==> src/rtl/ram_arb_pkg.sv <==
// ram_arb_pkg: shared types for the system RAM arbiter.
//    req_id_t    - identifies a requester (or none) for grants and read return
//    port_req_t  - one port's request fields (we, be, addr, wdata)
package ram_arb_pkg;
   localparam int ARB_AW = 32;
   localparam int ARB_DW = 32;
   typedef enum logic [1:0] {REQ_NONE, REQ_BIOS, REQ_IF, REQ_DS} req_id_t;
   typedef struct packed {
      logic                we;
      logic [ARB_DW/8-1:0] be;
      logic [ARB_AW-1:0]   addr;
      logic [ARB_DW-1:0]   wdata;
   } port_req_t;
endpackage

==> src/rtl/ram_arbiter_rr_arb2.sv <==
// rr_arb2: two-way round-robin arbiter; on a tie the port not granted last wins.
//    clk, rst_n  - clock, asynchronous active-low reset (last grant resets to port 1)
//    req_i[1:0]  - requests (bit 0 = IF, bit 1 = DS in the RAM arbiter)
//    gnt_o[1:0]  - one-hot or zero grants, combinational from req_i and last grant
module rr_arb2 (
   input  logic       clk,
   input  logic       rst_n,
   input  logic [1:0] req_i,
   output logic [1:0] gnt_o
);
   logic last_q, last_d;
   assign gnt_o[0] = req_i[0] & (~req_i[1] | last_q);
   assign gnt_o[1] = req_i[1] & (~req_i[0] | ~last_q);
   assign last_d   = (|gnt_o) ? gnt_o[1] : last_q;
   always_ff @(posedge clk or negedge rst_n) begin
      if (!rst_n) last_q <= 1'b1;
      else        last_q <= last_d;
   end
endmodule

==> src/rtl/ram_arbiter.sv <==
// ram_arbiter: shares the one-port system RAM among BIOS, CPU fetch (if_) and CPU data (ds_).
//    i_booted=0 : only BIOS eligible; i_booted=1 : only IF/DS eligible.
//    Per port P: P_req/we/be/addr/wdata in, P_gnt (same-cycle), P_rvalid/P_rdata (next cycle).
//    RAM side: ram_en/we/be/addr/wdata out, ram_rdata in (one cycle after read strobe).
//    Macro RAM_ARB_RR_EN: round-robin IF/DS; undefined: fixed priority DS over IF.
module ram_arbiter
   import ram_arb_pkg::*;
#(
   parameter int ADDR_WIDTH = ARB_AW,
   parameter int DATA_WIDTH = ARB_DW
) (
   input  logic                    clk,
   input  logic                    rst_n,
   input  logic                    i_booted,
   input  logic                    bios_req,
   input  logic                    bios_we,
   input  logic [DATA_WIDTH/8-1:0] bios_be,
   input  logic [ADDR_WIDTH-1:0]   bios_addr,
   input  logic [DATA_WIDTH-1:0]   bios_wdata,
   output logic                    bios_gnt,
   output logic                    bios_rvalid,
   output logic [DATA_WIDTH-1:0]   bios_rdata,
   input  logic                    if_req,
   input  logic                    if_we,
   input  logic [DATA_WIDTH/8-1:0] if_be,
   input  logic [ADDR_WIDTH-1:0]   if_addr,
   input  logic [DATA_WIDTH-1:0]   if_wdata,
   output logic                    if_gnt,
   output logic                    if_rvalid,
   output logic [DATA_WIDTH-1:0]   if_rdata,
   input  logic                    ds_req,
   input  logic                    ds_we,
   input  logic [DATA_WIDTH/8-1:0] ds_be,
   input  logic [ADDR_WIDTH-1:0]   ds_addr,
   input  logic [DATA_WIDTH-1:0]   ds_wdata,
   output logic                    ds_gnt,
   output logic                    ds_rvalid,
   output logic [DATA_WIDTH-1:0]   ds_rdata,
   output logic                    ram_en,
   output logic                    ram_we,
   output logic [DATA_WIDTH/8-1:0] ram_be,
   output logic [ADDR_WIDTH-1:0]   ram_addr,
   output logic [DATA_WIDTH-1:0]   ram_wdata,
   input  logic [DATA_WIDTH-1:0]   ram_rdata
);
   port_req_t  bios_r, if_r, ds_r, sel;
   req_id_t    owner_q, owner_d;
   logic       if_ok, ds_ok;
   logic [1:0] cpu_gnt;
   assign bios_r = '{bios_we, bios_be, bios_addr, bios_wdata};
   assign if_r   = '{if_we, if_be, if_addr, if_wdata};
   assign ds_r   = '{ds_we, ds_be, ds_addr, ds_wdata};
   // Grants are forced low while reset is asserted, even with requests held high.
   assign bios_gnt = rst_n & ~i_booted & bios_req;
   assign if_ok    = rst_n & i_booted & if_req;
   assign ds_ok    = rst_n & i_booted & ds_req;
`ifdef RAM_ARB_RR_EN
   rr_arb2 u_rr (
      .clk   (clk),
      .rst_n (rst_n),
      .req_i ({ds_ok, if_ok}),
      .gnt_o (cpu_gnt)
   );
`else
   assign cpu_gnt = {ds_ok, if_ok & ~ds_ok};
`endif
   assign if_gnt = cpu_gnt[0];
   assign ds_gnt = cpu_gnt[1];
   always_comb begin
      sel = '0;
      sel = bios_gnt ? bios_r : ds_gnt ? ds_r : if_gnt ? if_r : '0;
   end
   assign ram_en    = bios_gnt | if_gnt | ds_gnt;
   assign ram_we    = sel.we;
   assign ram_be    = sel.be;
   assign ram_addr  = sel.addr;
   assign ram_wdata = sel.wdata;
   // One-entry return register: owner of the read granted this cycle, if any.
   always_comb begin
      owner_d = REQ_NONE;
      owner_d = (bios_gnt & ~bios_we) ? REQ_BIOS :
                (if_gnt & ~if_we)     ? REQ_IF   :
                (ds_gnt & ~ds_we)     ? REQ_DS   : REQ_NONE;
   end
   always_ff @(posedge clk or negedge rst_n) begin
      if (!rst_n) owner_q <= REQ_NONE;
      else        owner_q <= owner_d;
   end
   assign bios_rvalid = owner_q == REQ_BIOS;
   assign if_rvalid   = owner_q == REQ_IF;
   assign ds_rvalid   = owner_q == REQ_DS;
   assign bios_rdata  = bios_rvalid ? ram_rdata : '0;
   assign if_rdata    = if_rvalid ? ram_rdata : '0;
   assign ds_rdata    = ds_rvalid ? ram_rdata : '0;
endmodule

==> config.mk <==
export PLATFORM = sky130hd
export DESIGN_NAME = ram_arbiter
export DESIGN_NICKNAME = d
export VERILOG_FILES = /design/src/rtl/ram_arb_pkg.sv /design/src/rtl/ram_arbiter_rr_arb2.sv /design/src/rtl/ram_arbiter.sv
export SDC_FILE = /design/constraint.sdc
export NUM_CORES = 1
export LEC_CHECK = 0
export CAP_MARGIN = 20
export CORE_AREA = 2 2 163 165
export DETAILED_ROUTE_END_ITERATION = 7
export DIE_AREA = 0 0 165 167
export SYNTH_ARGS = -nofsm -noshare
export SYNTH_HDL_FRONTEND = slang
export SYNTH_SLANG_ARGS = --single-unit
==> constraint.sdc <==
create_clock -name clk -period 1.4 [get_ports clk]
set_clock_uncertainty 0.1 [all_clocks]
set_input_delay 0.28 -clock clk [delete_from_list [all_inputs] [get_ports clk]]
set_output_delay 0.28 -clock clk [all_outputs]
set_load 0.05 [all_outputs]
==> results of run 1 <==
[where the power goes]
| group | total (mW) | internal, mW | switching (mW) | leakage (nW) |
|---|---|---|---|---|
| Combinational | 4.07 | 2.21 | 1.86 | 4.49 |
| Sequential | 0.0637 | 0.0608 | 0.00282 | 0.0271 |
| Clock | 0.428 | 0.363 | 0.0649 | 0.0370 |
| Total | 4.56 | 2.64 | 1.93 | 4.56 |
[area by class of cell]
cell class                      count  area [sq um]
Fill cell                        2221         13300
Timing Repair Buffer              528          7870
Multi-Input combinational cell    313          3980
Tap cell                          335           419
Clock buffer                        3          75.1
Sequential cell                     2          50.0
Inverter                            2          27.5
[per-layer routing]
metal	track usage	part of all wire	vias to the layer above
li1	-	-	2296
met1	0.163	0.33	2310
met2	0.332	0.57	263
met3	0.0428	0.085	19
met4	0.0257	0.016	0
met5	0	0	-
[worst paths after layout]
check / end / startpoint / depth (start not counted)
hold / removal: owner_q[0] / rst_n / 4
setup / recovery: ram_addr[19] / i_booted / 8
max in group asynchronous: owner_q[1] / rst_n / 4
min in group clk: owner_q[1] / ds_req / 6
[per-stage QoR]
step / setup WS (ps) / setup TNS (ps) / instances / utilization / power [mW]
floorplan: -387 / -15700 / 359 / - / 1.54
finish: -522 / -67270 / 1183 / 0.482 / 4.56
global route: -580 / -75300 / 1183 / 0.482 / 4.73
CTS: -517 / -68620 / 1179 / 0.474 / 4.54
global placement: -973 / -72210 / 1120 / 0.384 / 3.44
detailed placement: -982 / -75710 / 1120 / 0.384 / 3.46
[timing repair]
| item | CTS | global route |
|---|---|---|
| pin swaps | 47 | 63 |
| buffers inserted | 33 | 7 |
| gates resized for setup | 254 | 44 |
| hold endpoints to repair | 2 | 0 |
| cloned | 27 | 6 |
| endpoints found under the setup margin | 174 | 173 |
| hold buffers | 1 | 0 |
[kinds of logic after synthesis]
kind of cell	Yosys count	synth area share
buf+inv	44	0.131
flops	2	0.0191
simple gates	242	0.450
compound gates	71	0.400
[cell usage in the layout, fill, tap and decap left out]
| cell type | netlist | layout |
|---|---|---|
| a221oi_2 | 69 | 3 |
| a221oi_4 | 0 | 66 |
| and2_4 | 0 | 65 |
| and2b_4 | 0 | 2 |
| and3_4 | 0 | 32 |
| and4b_4 | 0 | 1 |
| buf_12 | 0 | 202 |
| buf_16 | 0 | 26 |
| buf_2 | 4 | 1 |
| buf_4 | 1 | 18 |
| buf_6 | 22 | 25 |
| buf_8 | 0 | 11 |
| clkbuf_16 | 0 | 8 |
| clkdlybuf4s50_1 | 0 | 237 |
| dfrtp_1 | 2 | 2 |
| dlygate4sd2_1 | 0 | 2 |
| dlygate4sd3_1 | 0 | 1 |
| inv_12 | 0 | 1 |
| inv_8 | 0 | 1 |
| nand3_4 | 0 | 1 |
| nand3b_1 | 1 | 1 |
| nor2_1 | 138 | 32 |
| nor2_2 | 0 | 27 |
| nor2_4 | 0 | 79 |
| o21ai_1 | 0 | 1 |
| o22ai_1 | 1 | 1 |
| or2b_1 | 1 | 1 |
| or3_4 | 0 | 1 |
==> results.cfg, run 1 <==
[critical_path]
slowest_stage = a221oi_4
cpMostUsedCell = buf_12
path_class = in -> out
cp_slowest_stage_delay_ps = 270
crit_fanout = 6
arrival_ps = 1540
required_ps = 1020
cp_num_buf_inv = 5
critPathTopFamily = buffers and inverters
startpoint_type = primary input
crit_chain = buf_8 -> and4b_4 -> buf_12 -> buf_12 -> buf_12 -> a221oi_4 -> nor2_4 -> buf_12
worstSetupEndpointType = output pin

[min_path]
hp-class = in -> async

[cts]
numCtsBuffers = 3
cts_root_buf = clkbuf_16
clkTransAtPathRegs_ps = 30
clock_sinks = 2
clockBufferDepth = 2
cts_tree = yes
htree_levels = 1

[sta]
rsz0062_at_grt = yes
maxSlewViolCount = 0
finalSetupViolations = 172
fmax_mhz = 520
slew_headroom = 0.798
hold_viol = 0
worst_slew_pin_slew_ps = 303
post-route-period-util = 1.37
setup_ws_ps = -522
period_needed_ps = 1920
holdWs_ps = 487

[power_and_ir_drop]
power.density_nw_per_um2 = 368
leakage_nw = 4.56
peakVddDrop_v = 0.000270

[drt]
wl_per_cell_um = 20.1
ant_nets = 0
drtIter0Drc = 101
vias_per_cell = 4.13
dr.pass1.iters = 4
wl_mm = 23.8
drc = 0
vias = 4888

[yosys]
synth.top_cell.area_share = 0.396
yosysWarnings = 0
synthTopCellsByArea = a221oi_2, nor2_1, and2_1
synth_enable_flop_cells = 0
synthCells = 359
syn_area_per_cell_sq_um = 7.28
yosysTopAreaCell = a221oi_2
synth_nets = 604
ys.flop_type = dfrtp_1
synth_commonest_cells = nor2_1, a221oi_2, and2_1
syn_area_sq_um = 2620
async_flop_share = 1.00
yosysUniqueCellTypes = 19
ys_seq_area_frac = 0.0191
synth_seq_cells = 2
yosysMostFrequentCell = nor2_1

[cells_and_area]
max_flop_register = owner_q
nets = 1095
top_regs = owner_q: 2 flops
num_antenna_cells = 0
area_growth_pct = 375
drive_gt1_frac = 0.672
final_area_sq_um = 12400
largest_register_ffs = 2

[floorplan]
rows = 59
initial_utilization = 0.102
io_pins = 417
core_sq_um = 25800
dieArea_sq_um = 27600
die_h_um = 167
die_x_um = 165

[outcome]
violations = setup timing
outcome = complete, but fails checks

[place]
port_buffers = 416
dp_hpwl_mm = 16.7
place_congestion = 0.775
postPlaceCellArea_sq_um = 9900

[run]
drv_cap = 0

[global_route]
grt_overflow = 0
antenna_found_initial = 1
grt.total_usage = 0.163
grt_pass1_wl_mm = 34.0
grt_max_degree = 34
grt_pass1_vias = 5436
Note: power is estimated with default switching activity, not from simulation.
==> run 2: changes to the inputs <==
CTS_CLUSTER_DIAMETER = 60   (was unset)
==> results of run 2 <==
Final layout, timing and power as in run 1 (identical DEF).
